<file path="src/rtl/spi_pkg.sv">
// Shared types, constants and the CRC7 helper for the mode-3 SPI byte responder.
package spi_pkg;

    localparam int         SPI_BYTE_W    = 8;
    localparam logic [6:0] SPI_CRC7_POLY = 7'h09;

    // Mode 3: TX bits advance on the SCK fall, RX bits are sampled on the SCK rise.
    localparam logic SPI_TX_ON_FALL = 1'b1;
    localparam logic SPI_RX_ON_RISE = 1'b1;

    typedef enum logic {
        ST_IDLE   = 1'b0,
        ST_ACTIVE = 1'b1
    } spi_state_e;

    function automatic logic [6:0] crc7_byte(input logic [6:0] crc, input logic [SPI_BYTE_W-1:0] data);
        logic [6:0] c;
        logic       fb;
        c = crc;
        for (int i = SPI_BYTE_W - 1; i >= 0; i--) begin
            fb = c[6] ^ data[i];
            c  = {c[5:0], 1'b0};
            if (fb) c = c ^ SPI_CRC7_POLY;
        end
        return c;
    endfunction

endpackage

</file>
<file path="src/rtl/spi_sync_edge.sv">
// Multi-flop synchronizer followed by a previous-value flop that yields one-cycle rise/fall pulses.
module spi_sync_edge #(
    parameter int   SYNC_STAGES = 2,
    parameter logic RESET_VAL   = 1'b1
) (
    input  logic clk,
    input  logic rst_n,
    input  logic din,
    output logic rise,
    output logic fall
);

    logic [SYNC_STAGES-1:0] sync_q, sync_d;
    logic                   prev_q, prev_d;
    logic                   level;

    always_comb begin
        sync_d = {sync_q[SYNC_STAGES-2:0], din};
        prev_d = sync_q[SYNC_STAGES-1];
    end

    always_ff @(posedge clk or negedge rst_n) begin
        if (!rst_n) begin
            sync_q <= {SYNC_STAGES{RESET_VAL}};
            prev_q <= RESET_VAL;
        end else begin
            sync_q <= sync_d;
            prev_q <= prev_d;
        end
    end

    assign level = sync_q[SYNC_STAGES-1];
    assign rise  = level & ~prev_q;
    assign fall  = ~level & prev_q;

endmodule

</file>
<file path="src/rtl/spi_slave_byte.sv">
// Mode-3 SPI byte responder oversampled in the MasterCLK domain.
// Optional RX CRC7 accumulator enabled by defining SPI_SLAVE_CRC7_EN.
//
// state     | meaning
// ST_IDLE   | CS deasserted; MISO released, SCK edges ignored
// ST_ACTIVE | CS asserted; shifting bytes on SCK edges
module spi_slave_byte
    import spi_pkg::*;
#(
    parameter int                    SYNC_STAGES = 2,
    parameter logic [SPI_BYTE_W-1:0] IDLE_BYTE   = 8'hFF
) (
    input  logic                  MasterCLK,
    input  logic                  Reset_n,
    input  logic                  SPI_CLK,
    input  logic                  SPI_CS_n,
    input  logic                  SPI_MOSI,
    output logic                  SPI_MISO,
    output logic                  SPI_MISO_OE,
    input  logic [SPI_BYTE_W-1:0] TxData,
    input  logic                  TxValid,
    output logic                  TxReady,
    output logic [SPI_BYTE_W-1:0] RxData,
    output logic                  RxValid,
    output logic                  TxUnderrun,
    output logic                  Busy,
    output logic [6:0]            RxCRC7
);

    logic sck_rise, sck_fall, cs_rise, cs_fall;
    logic tx_edge, rx_edge, mosi_bit, capture, load;

    spi_sync_edge #(.SYNC_STAGES(SYNC_STAGES), .RESET_VAL(1'b1)) u_sck_sync (
        .clk(MasterCLK), .rst_n(Reset_n), .din(SPI_CLK), .rise(sck_rise), .fall(sck_fall)
    );

    spi_sync_edge #(.SYNC_STAGES(SYNC_STAGES), .RESET_VAL(1'b1)) u_cs_sync (
        .clk(MasterCLK), .rst_n(Reset_n), .din(SPI_CS_n), .rise(cs_rise), .fall(cs_fall)
    );

    // Same depth as the SCK path so the sampled bit lines up with the rise event.
    logic [SYNC_STAGES-1:0] mosi_sync_q, mosi_sync_d;

    spi_state_e            state_q, state_d;
    logic [2:0]            bit_cnt_q, bit_cnt_d;
    logic [SPI_BYTE_W-1:0] tx_shift_q, tx_shift_d;
    logic [SPI_BYTE_W-1:0] rx_shift_q, rx_shift_d;
    logic [SPI_BYTE_W-1:0] hold_q, hold_d;
    logic                  hold_full_q, hold_full_d;
    logic                  reload_pend_q, reload_pend_d;
    logic                  miso_q, miso_d;
    logic                  oe_q, oe_d;
    logic [SPI_BYTE_W-1:0] rx_data_q, rx_data_d;
    logic                  rx_valid_q, rx_valid_d;
    logic                  underrun_q, underrun_d;
    logic [SPI_BYTE_W-1:0] rx_byte;
`ifdef SPI_SLAVE_CRC7_EN
    logic [6:0]            crc_q, crc_d;
`endif

    assign tx_edge  = SPI_TX_ON_FALL ? sck_fall : sck_rise;
    assign rx_edge  = SPI_RX_ON_RISE ? sck_rise : sck_fall;
    assign mosi_bit = mosi_sync_q[SYNC_STAGES-1];
    assign capture  = TxValid & ~hold_full_q;
    assign rx_byte  = {rx_shift_q[SPI_BYTE_W-2:0], mosi_bit};

    always_comb begin
        mosi_sync_d   = {mosi_sync_q[SYNC_STAGES-2:0], SPI_MOSI};
        state_d       = state_q;
        bit_cnt_d     = bit_cnt_q;
        tx_shift_d    = tx_shift_q;
        rx_shift_d    = rx_shift_q;
        hold_d        = hold_q;
        hold_full_d   = hold_full_q;
        reload_pend_d = reload_pend_q;
        miso_d        = miso_q;
        oe_d          = oe_q;
        rx_data_d     = rx_data_q;
        rx_valid_d    = 1'b0;
        underrun_d    = 1'b0;
        load          = 1'b0;
`ifdef SPI_SLAVE_CRC7_EN
        crc_d         = crc_q;
`endif

        case (state_q)
            ST_IDLE: begin
                if (cs_fall) begin
                    state_d       = ST_ACTIVE;
                    bit_cnt_d     = 3'd0;
                    oe_d          = 1'b1;
                    reload_pend_d = 1'b0;
                    load          = 1'b1;
`ifdef SPI_SLAVE_CRC7_EN
                    crc_d         = 7'd0;
`endif
                end
            end
            ST_ACTIVE: begin
                if (tx_edge) begin
                    if (bit_cnt_q != 3'd0) begin
                        tx_shift_d = {tx_shift_q[SPI_BYTE_W-2:0], 1'b1};
                        miso_d     = tx_shift_q[SPI_BYTE_W-2];
                    end else if (reload_pend_q) begin
                        load          = 1'b1;
                        reload_pend_d = 1'b0;
                    end
                end
                if (rx_edge) begin
                    rx_shift_d = rx_byte;
                    bit_cnt_d  = bit_cnt_q + 3'd1;
                    if (bit_cnt_q == 3'd7) begin
                        rx_data_d     = rx_byte;
                        rx_valid_d    = 1'b1;
                        reload_pend_d = 1'b1;
`ifdef SPI_SLAVE_CRC7_EN
                        crc_d         = crc7_byte(crc_q, rx_byte);
`endif
                    end
                end
                // CS release wins over any shift; a byte completing this cycle is still delivered.
                if (cs_rise) begin
                    state_d       = ST_IDLE;
                    bit_cnt_d     = 3'd0;
                    oe_d          = 1'b0;
                    miso_d        = 1'b1;
                    rx_shift_d    = '1;
                    tx_shift_d    = '1;
                    reload_pend_d = 1'b0;
                    load          = 1'b0;
                end
            end
            default: state_d = ST_IDLE;
        endcase

        if (load) begin
            if (hold_full_q) begin
                tx_shift_d = hold_q;
                miso_d     = hold_q[SPI_BYTE_W-1];
            end else begin
                tx_shift_d = IDLE_BYTE;
                miso_d     = IDLE_BYTE[SPI_BYTE_W-1];
                underrun_d = 1'b1;
            end
            hold_full_d = 1'b0;
        end
        if (capture) begin
            hold_d      = TxData;
            hold_full_d = 1'b1;
        end
    end

    always_ff @(posedge MasterCLK or negedge Reset_n) begin
        if (!Reset_n) begin
            mosi_sync_q   <= '1;
            state_q       <= ST_IDLE;
            bit_cnt_q     <= 3'd0;
            tx_shift_q    <= '1;
            rx_shift_q    <= '1;
            hold_q        <= '0;
            hold_full_q   <= 1'b0;
            reload_pend_q <= 1'b0;
            miso_q        <= 1'b1;
            oe_q          <= 1'b0;
            rx_data_q     <= '0;
            rx_valid_q    <= 1'b0;
            underrun_q    <= 1'b0;
`ifdef SPI_SLAVE_CRC7_EN
            crc_q         <= 7'd0;
`endif
        end else begin
            mosi_sync_q   <= mosi_sync_d;
            state_q       <= state_d;
            bit_cnt_q     <= bit_cnt_d;
            tx_shift_q    <= tx_shift_d;
            rx_shift_q    <= rx_shift_d;
            hold_q        <= hold_d;
            hold_full_q   <= hold_full_d;
            reload_pend_q <= reload_pend_d;
            miso_q        <= miso_d;
            oe_q          <= oe_d;
            rx_data_q     <= rx_data_d;
            rx_valid_q    <= rx_valid_d;
            underrun_q    <= underrun_d;
`ifdef SPI_SLAVE_CRC7_EN
            crc_q         <= crc_d;
`endif
        end
    end

    assign SPI_MISO    = miso_q;
    assign SPI_MISO_OE = oe_q;
    assign TxReady     = ~hold_full_q;
    assign RxData      = rx_data_q;
    assign RxValid     = rx_valid_q;
    assign TxUnderrun  = underrun_q;
    assign Busy        = (state_q == ST_ACTIVE);
`ifdef SPI_SLAVE_CRC7_EN
    assign RxCRC7      = crc_q;
`else
    assign RxCRC7      = 7'd0;
`endif

endmodule

</file>
<file path="config.mk">
export PLATFORM = sky130hd
export DESIGN_NAME = spi_slave_byte
export DESIGN_NICKNAME = d
export VERILOG_FILES = /design/src/rtl/spi_pkg.sv /design/src/rtl/spi_sync_edge.sv /design/src/rtl/spi_slave_byte.sv
export SDC_FILE = /design/constraint.sdc
export NUM_CORES = 1
export LEC_CHECK = 0
export CELL_PAD_IN_SITES_DETAIL_PLACEMENT = 0
export CELL_PAD_IN_SITES_GLOBAL_PLACEMENT = 2
export CORE_MARGIN = 2
export CORE_UTILIZATION = 36
export CTS_BUF_LIST = sky130_fd_sc_hd__clkbuf_16
export CTS_CLUSTER_SIZE = 14
export DETAILED_ROUTE_END_ITERATION = 8
export GPL_TIMING_DRIVEN = 0
export PLACE_DENSITY_LB_ADDON = 0.3
export SLEW_MARGIN = 0
export SYNTH_ARGS = -nofsm -noshare
export SYNTH_HDL_FRONTEND = slang
export SYNTH_SLANG_ARGS = --single-unit
</file>
<file path="constraint.sdc">
create_clock -name MasterCLK -period 1.8 [get_ports MasterCLK]
set_clock_uncertainty 0.05 [all_clocks]
set_input_delay 0.36 -clock MasterCLK [delete_from_list [all_inputs] [get_ports MasterCLK]]
set_output_delay 0.36 -clock MasterCLK [all_outputs]
set_load 0.03 [all_outputs]
</file>
==> Word-level counts from Yosys, hierarchy flattened <==
Cells that the tools add are included.
{ "word_totals": {"output_inout_bits": 21, "register_bits": 48, "inputBits": 14} }
{ "op_classes": {"addsub": 1, "n_mux": 43, "reduce_logical": 11, "n_eq_ne": 4, "bitwise": 11} }
{ "ops": {"columns": ["op", "count"], "rows": [
  ["2-to-1 mux 7 bit", 8],
  ["2-to-1 mux 1 bit", 27],
  ["2-to-1 mux 3 bit", 3],
  ["nonzero test 3 bit", 3],
  ["case mux 1 bit (2 select lines)", 4],
  ["NOT 1 bit", 6],
  ["case mux 3 bit (2 select lines)", 1],
  ["AND reduction 2 bit", 3],
  ["AND reduction 3 bit", 2],
  ["nonzero test 2 bit", 3],
  ["bitwise AND 1 bit", 5],
  ["inequality test 2 bit (second input constant)", 2],
  ["adder 3 x 1 -> 3 bit (second input constant)", 1],
  ["== test 3 bit (second input constant)", 1],
  ["inequality test 3 bit (second input constant)", 1]
]} }

==> Depth between registers and ports, before layout <==
Gate-level depths: netlist of the first run.
{ "logic_depth": {"depth_word": 7, "depth_mapped": 7} }

==> Hierarchy <==
A second synthesis of the first run with hierarchy kept.
{ "hier_totals": {"hier_cells": 159, "area_unflattened_um2": 2065.7} }
{ "modules_own_cells": {"columns": ["module", "seq_area_each_um2", "area_per_inst_um2", "n_inst", "cells_per_inst"], "rows": [
  ["spi_slave_byte", 1072.3, 1878.1, 1, 149],
  ["spi_sync_edge", 78.8, 93.8, 2, 5]
]} }

==> Worst setup path after synthesis of the first run <==
Ideal clock, no wire load.
{ "synth_path": {"kind": "register -> register", "startpoint": "register bit_cnt_q[0]", "endpoint": "register tx_shift_q[0]", "stages_incl_launch_ff": 8, "n_path_buf": 1, "setup_slack_ns": 0.205, "setup_time_ns": 0.062, "t_arrival_ns": 1.483, "path_cell_list": "dfrtp_1 > inv_1 > ha_1 > nor3b_2 > o311ai_4 > and2_1 > buf_6 > o32a_1"} }
{ "synth_via": {"elab_chain_len": 7} }
{ "synth_rtl": {"columns": ["element", "line", "rtl"], "rows": [
  ["start: declaration", "spi_slave_byte.sv:45", "logic [2:0] bit_cnt_q, bit_cnt_d;"],
  ["start signal: assignment", "spi_slave_byte.sv:174", "bit_cnt_q <= bit_cnt_d;"],
  ["nonzero test 3 bit *", "spi_slave_byte.sv:101", "if (bit_cnt_q != 3'd0) begin"],
  ["2-to-1 mux 1 bit", "spi_slave_byte.sv:101", null],
  ["2-to-1 mux 1 bit", "spi_slave_byte.sv:100", "if (tx_edge) begin"],
  ["2-to-1 mux 1 bit", "spi_slave_byte.sv:122", "if (cs_rise) begin"],
  ["case mux 1 bit (2 select lines)", "spi_slave_byte.sv:86", "case (state_q)"],
  ["nonzero test 3 bit (no source line) / nonzero test 2 bit (equally long branches)", null, null],
  ["AND reduction 3 bit (no source line)", null, null],
  ["end signal: assignment", "spi_slave_byte.sv:175", "tx_shift_q <= tx_shift_d;"],
  ["end: declaration", "spi_slave_byte.sv:46", "logic [SPI_BYTE_W-1:0] tx_shift_q, tx_shift_d;"]
]} }
Mark *: on every way between the ends. The rest lies on a longest branch, timed or not.
A chain may end at the register's enable or synchronous reset.

==> Final worst setup path of the first run <==
{ "layout_path": {"startpoint": "register oe_q, in the netlist SPI_MISO_OE", "endpoint": "output SPI_MISO_OE"} }
{ "layout_lines": {"columns": ["element", "line", "rtl"], "rows": [
  ["start: declaration", "spi_slave_byte.sv:52", "logic oe_q, oe_d;"],
  ["start signal: assignment", "spi_slave_byte.sv:164", "oe_q <= 1'b0;"],
  ["start signal: assignment", "spi_slave_byte.sv:181", "oe_q <= oe_d;"],
  ["end: declaration", "spi_slave_byte.sv:19", "output logic SPI_MISO_OE,"]
]} }
No word-level cell between the ends.

==> results of run 1 <==
==> kinds of logic (layout without fill, tap and decap cells) <==
family / Yosys count / in the layout / share of synthesized area (%)
AOI/OAI and AO/OA: 58 / 58 / 19.4
DFF: 48 / 48 / 53.2
other: 1 / 7 / 0.162
muxes: 18 / 18 / 8.77
and+or+nand+nor: 34 / 34 / 10.1
adders and majority gates: 3 / 3 / 1.62
buffers and inverters: 24 / 64 / 6.71
==> registers in the layout (all words and copies together), names as in the netlist, 2 cells and up <==
name               cells
RxData                 8
hold_q                 8
rx_shift_q             7
tx_shift_q             7
bit_cnt_q              3
mosi_sync_q            2
u_cs_sync.sync_q       2
u_sck_sync.sync_q      2
==> final timing paths <==
check                                         start              to  slack (ns)
worst max register to register  u_cs_sync.sync_q[1]    bit_cnt_q[0]        0.09
worst min-delay path                        Reset_n   reload_pend_q        0.02
min in group MasterCLK               mosi_sync_q[0]  mosi_sync_q[1]        0.31
worst min register to register       mosi_sync_q[0]  mosi_sync_q[1]        0.31
worst max-delay path                    SPI_MISO_OE     SPI_MISO_OE        0.06
max in group asynchronous                   Reset_n   rx_shift_q[6]        1.07
==> final cells by class <==
class | instances | area, µm²
clock buffer | 5 | 125
sequential | 48 | 1230
tap | 77 | 96.3
clock inverter | 3 | 46.3
inverter | 6 | 22.5
fill | 594 | 3340
timing repair buffer | 32 | 313
multi-input combinational | 120 | 962
buffer | 18 | 145
==> layout by cell type (no fill, tap or decap), types with 2 or more instances in the layout <==
cell | netlist | routed
dfrtp_1 | 25 | 24
dfstp_2 | 23 | 23
clkdlybuf4s50_1 | 0 | 23
mux2_2 | 18 | 18
a21oi_1 | 15 | 15
buf_4 | 9 | 13
o22a_1 | 13 | 13
nand2b_1 | 8 | 8
a31oi_1 | 7 | 7
conb_1 | 1 | 7
inv_1 | 6 | 6
a22oi_1 | 6 | 6
nor2_1 | 5 | 5
nand3b_1 | 5 | 5
o221ai_1 | 5 | 5
clkbuf_16 | 0 | 5
buf_6 | 2 | 4
buf_2 | 4 | 3
a22o_1 | 3 | 3
ha_1 | 3 | 3
clkbuf_1 | 2 | 2
nand4b_1 | 2 | 2
o211ai_1 | 2 | 2
dlygate4sd2_1 | 0 | 2
==> worst reg2reg max path, stage by stage, from the launching register on <==
cell     delay (ns)
dfstp_2        0.63
nor2b_2        0.28
o21a_2         0.27
nor2_1         0.10
mux2_2         0.27
==> Yosys cell counts, types with 2 or more instances <==
cell type   n
ha_1        3
mux2_2     18
a22o_1      3
a31oi_1     7
nand3b_1    5
nand2b_1    8
a22oi_1     6
dfrtp_1    25
o211ai_1    2
o221ai_1    5
buf_6       2
clkbuf_1    2
nor2b_1     3
dfstp_2    23
inv_1       6
buf_4       9
o22a_1     13
nand4b_1    2
a21oi_1    15
nor2_1      5
buf_2       4
==> per-layer routing <==
layer  wire length [µm]  part of all wire [%]  vias up  track usage, %
li1                   -                     -      768               -
met1               2330                    47      813            20.1
met2               2320                    47       41            22.4
met3                260                   5.2        4            3.64
met4                 46                  0.93        0            4.69
met5                  0                     0        -               0
==> through the flow <==
step	TNS, ns	cell area, µm²	util [%]
after floorplan	0	2330	-
after global placement	-41.00	2700	43.0
after detailed placement	-0.107	2720	43.3
after CTS	0	2900	46.2
after global routing	0	2940	46.9
final	0	2940	46.9
==> power breakdown <==
part	leakage (nW)	internal [W]	total, W	switching (W)
combinational	0.593	0.000465	0.000902	0.000437
clock	0.0804	0.000661	0.00108	0.000422
sequential	0.564	0.00134	0.00150	0.000160
total	1.24	0.00246	0.00348	0.00102
==> timing repair <==
action	CTS	global route
cloned	0	0
buffers inserted	1	3
pin swaps	1	1
setup endpoints to repair	4	5
resized for setup	7	9
==> results.md, run 1 <==
- Crit path buf inv count: 1
- Finished Layout Cells: 309
- Largest net degree at the start of global routing: 27
- Final Critical Period: 1.74 ns
- RSZ-0062 raised after global routing: no
- CTS root buf: clkbuf_16
- Peak supply drop: 0.515 mV
- Hold Slack: 0.0203 ns
- Vias per inst: 5.26
- Chip Width: 84.1 µm
- Setup CP Type: reg -> out
- Most area-hungry cell type in the Yosys netlist: dfrtp_1
- Initial antenna violation count: 0
- First-pass GRT wire length: 8.22 mm
- Vias in the first global route: 1,655
- Slew Limit Headroom: 61.4%
- Sequential-to-total area share from yosys stat: 53.2%
- RePlAce Congestion: 0.779
- Grt ovf: 0
- Crit-path cells: clkdlybuf4s50_1
- Inserted Clock Buffers: 5
- Hold bufs inserted after CTS: 0
- Critical-path top delay cell: clkdlybuf4s50_1
- Unique masters post-synth: 41
- Final ANT Viol Nets: 0
- Post-Syn Instances: 186
- Setup slack after layout: 0.0583 ns
- CP Data Arrival Time: 1.33 ns
- Number of synthesized flops with an enable pin: 0
- Antenna cells: 0
- Initial DRC count: 59
- Final Cycle Share: 96.8%
- CTS tree: yes
- Synth Register Bits: 48
- Io pins: 35
- Die Area: 7080 µm²
- Clock Path Buffers: 2
- DRC violations left: 0
- Share of layout cells above drive strength 1: 36.2%
- Post-placement worst setup slack: -0.103 ns
- Via Count: 1,626
- Pleak: 1.24 nW
- WP data required: 1.39 ns
- Yosys Warn Count: 0
- DR pass1 iterations: 4
- Hold Path Class: in -> async
- Status: finished clean
- Post-synth ARST share: 100%
- # placed instances: 297
- Nature of the critical path endpoint: output port
- Setup-failing EPs final: 0
- Max_cap viols: 0
- Predominant post-synthesis flop cell: dfrtp_1
- Global-route usage over all layers: 14.5%
- H-tree depth: 2
- Area Growth Syn to Fin: 27.2%
- FP Rows: 29
- Final Max Tran Viols: 0
- Syn_area_per_cell: 12.4 µm²
- Top cells by area, synth: dfrtp_1 (27%), dfstp_2 (26%), mux2_2 (8.8%)
- Synth top area share: 27.1%
- Initial core utilization: 36.8%
- Startpoint Class: flop
- Core area: 6280 µm²
- Die Y: 84.1 µm
- PD cells: 1180 nW/µm²
- Final wirelength: 4.96 mm
- Maximum clock rate: 0.574 GHz
- Crit path largest cell delay: 0.67 ns
- Clk Latency, worst-skew pair: 0.28 ns
- Hold Fails Final Rpt: 0
- Clock Pin Slew Worst Setup and Hold Paths: 0.07 ns
- Worst slew pin tran: 0.579 ns
- Wire per inst: 16.0 µm
- Largest delay share family, worst path: buffers and inverters
- HPWL Detailed: 3.32 mm
- Post-Syn Area: 2310 µm²
- Power, Total: 0.00348 W
- CP Max Fanout: 3
- Sink Count: 48
- R2R cell count: 4
- Final #Nets: 248
- CP Depth: 1
- Port bufs: 27
No activity file was read; power rests on OpenSTA's default activity.
==> run 2, diff against run 1 <==
- SLEW_MARGIN: 0 -> unset
==> results of run 2 <==
The final DEF is identical to that of run 1; final timing and power are the same.
==> run 3, diff against run 2 <==
- RECOVER_POWER: unset -> 100
==> results.md, run 3 (synthesized netlist as in run 1, its figures left out) <==
- Final #Nets: 248
- Startpoint Class: flop
- PD cells: 1180 nW/µm²
- DRC violations left: 0
- Post-placement worst setup slack: -0.103 ns
- Final Max Tran Viols: 0
- First-pass GRT wire length: 8.22 mm
- Critical-path top delay cell: clkdlybuf4s50_1
- Clk Latency, worst-skew pair: 0.28 ns
- Nature of the critical path endpoint: output port
- Grt ovf: 0
- Die Y: 84.1 µm
- WP data required: 1.39 ns
- Worst slew pin tran: 1.38 ns
- Global-route usage over all layers: 14.5%
- Commonest cells after routing, fill and taps aside: dfrtp_1 (24), dfstp_2 (22), clkdlybuf4s50_1 (19), mux2_2 (18), a21oi_1 (15)
- Final wirelength: 4.95 mm
- GR Util met2: 22.4%
- Initial DRC count: 78
- RSZ-0062 raised after global routing: no
- Setup-failing EPs final: 0
- Sink Count: 48
- Initial antenna violation count: 0
- Most common cell after layout, fill and taps aside: dfrtp_1
- Maximum clock rate: 0.574 GHz
- GRT Max-Usage Layer: met2
- Final ANT Viol Nets: 0
- Final Cycle Share: 96.8%
- # placed instances: 297
- Pleak: 1.22 nW
- Crit path largest cell delay: 0.67 ns
- Setup slack after layout: 0.0580 ns
- Die Area: 7080 µm²
- FP Rows: 29
- Clock Pin Slew Worst Setup and Hold Paths: 0.07 ns
- Max_cap viols: 0
- Largest net degree at the start of global routing: 27
- Slew Limit Headroom: 7.73%
- Setup CP Type: reg -> out
- H-tree depth: 2
- Met3 usage: 3.64%
- Final Critical Period: 1.74 ns
- Status: finished clean
- Finished Layout Cells: 309
- Share of layout cells above drive strength 1: 33.6%
- Fillers: 595
- GRT met1 Usage: 20.1%
- RePlAce Congestion: 0.779
- Antenna cells: 0
- Clock Path Buffers: 2
- Vias per inst: 5.25
- Largest delay share family, worst path: buffers and inverters
- Io pins: 35
- Hold Path Class: reg -> reg
- Crit path buf inv count: 1
- CP Data Arrival Time: 1.33 ns
- Peak supply drop: 0.515 mV
- HPWL Detailed: 3.32 mm
- DR pass1 iterations: 4
- Wire per inst: 16.0 µm
- Vias in the first global route: 1,655
- CTS root buf: clkbuf_16
- Core area: 6280 µm²
- Hold Fails Final Rpt: 0
- CP Max Fanout: 3
- Chip Width: 84.1 µm
- Initial core utilization: 36.8%
- Inserted Clock Buffers: 5
- Port bufs: 27
- Area Growth Syn to Fin: 26.5%
- Final design utilization: 46.6%
- Via Count: 1,621
- CTS tree: yes
- Crit-path cells: clkdlybuf4s50_1
[run 3: changes by cell type in the layout (fill, tap and decap cells not counted), sizes merged]
cell and change:
clkdlybuf4s50 -4, clkbuf +5, clkdlybuf4s18 -1, dlygate4sd3 +4, buf -4
[run 3: metrics by stage]
step	cell area, µm²	hold slack, ns	power, W	TNS, ns
detailed placement	2720	0.297	0.00236	-0.107
global placement	2700	0.296	0.00235	-41.00
CTS	2900	0.0316	0.00346	0
global route	2930	0.310	0.00364	0
finish	2930	0.305	0.00345	0
floorplan	2330	0.0144	0.00209	0
[run 3: timing repair]
item,CTS,global route
gates resized for setup,7,9
hold buffers,0,0
endpoints found under the setup margin,4,5
setup buffers,1,3
pin swaps,1,1
[run 3: power by group]
part	total, W	switching, W	internal [W]
Clock	0.00108	0.000422	0.000661
Sequential	0.00150	0.000158	0.00134
Combinational	0.000875	0.000437	0.000438
Total	0.00345	0.00102	0.00244
[run 3: worst paths after layout]
check	start	to	slack, ns	cells after the start
max	SPI_MISO_OE	SPI_MISO_OE	0.06	1
max in group asynchronous	Reset_n	rx_shift_q[6]	0.52	2
min	mosi_sync_q[0]	mosi_sync_q[1]	0.31	0
min in group asynchronous	Reset_n	reload_pend_q	0.33	1
min reg2reg	mosi_sync_q[0]	mosi_sync_q[1]	0.31	0
max reg2reg	u_sck_sync.prev_q	tx_shift_q[4]	0.09	4
[run 3: routing by layer]
| metal | routed length (µm) | share of wire, % |
|---|---|---|
| met4 | 46 | 0.93 |
| met1 | 2320 | 47 |
| met5 | 0 | 0 |
| met2 | 2300 | 46 |
| met3 | 285 | 5.8 |
[run 3: cell type report]
| class | instances | area [µm²] | share of cell area, % |
|---|---|---|---|
| Sequential cell | 48 | 1230 | 42.1 |
| Multi-Input combinational cell | 120 | 962 | 32.9 |
| Timing Repair Buffer | 32 | 298 | 10.2 |
| Buffer | 18 | 144 | 4.92 |
| Clock buffer | 5 | 125 | 4.28 |
| Tap cell | 77 | 96.3 | 3.29 |
| Clock inverter | 3 | 46.3 | 1.58 |
| Inverter | 6 | 22.5 | 0.770 |
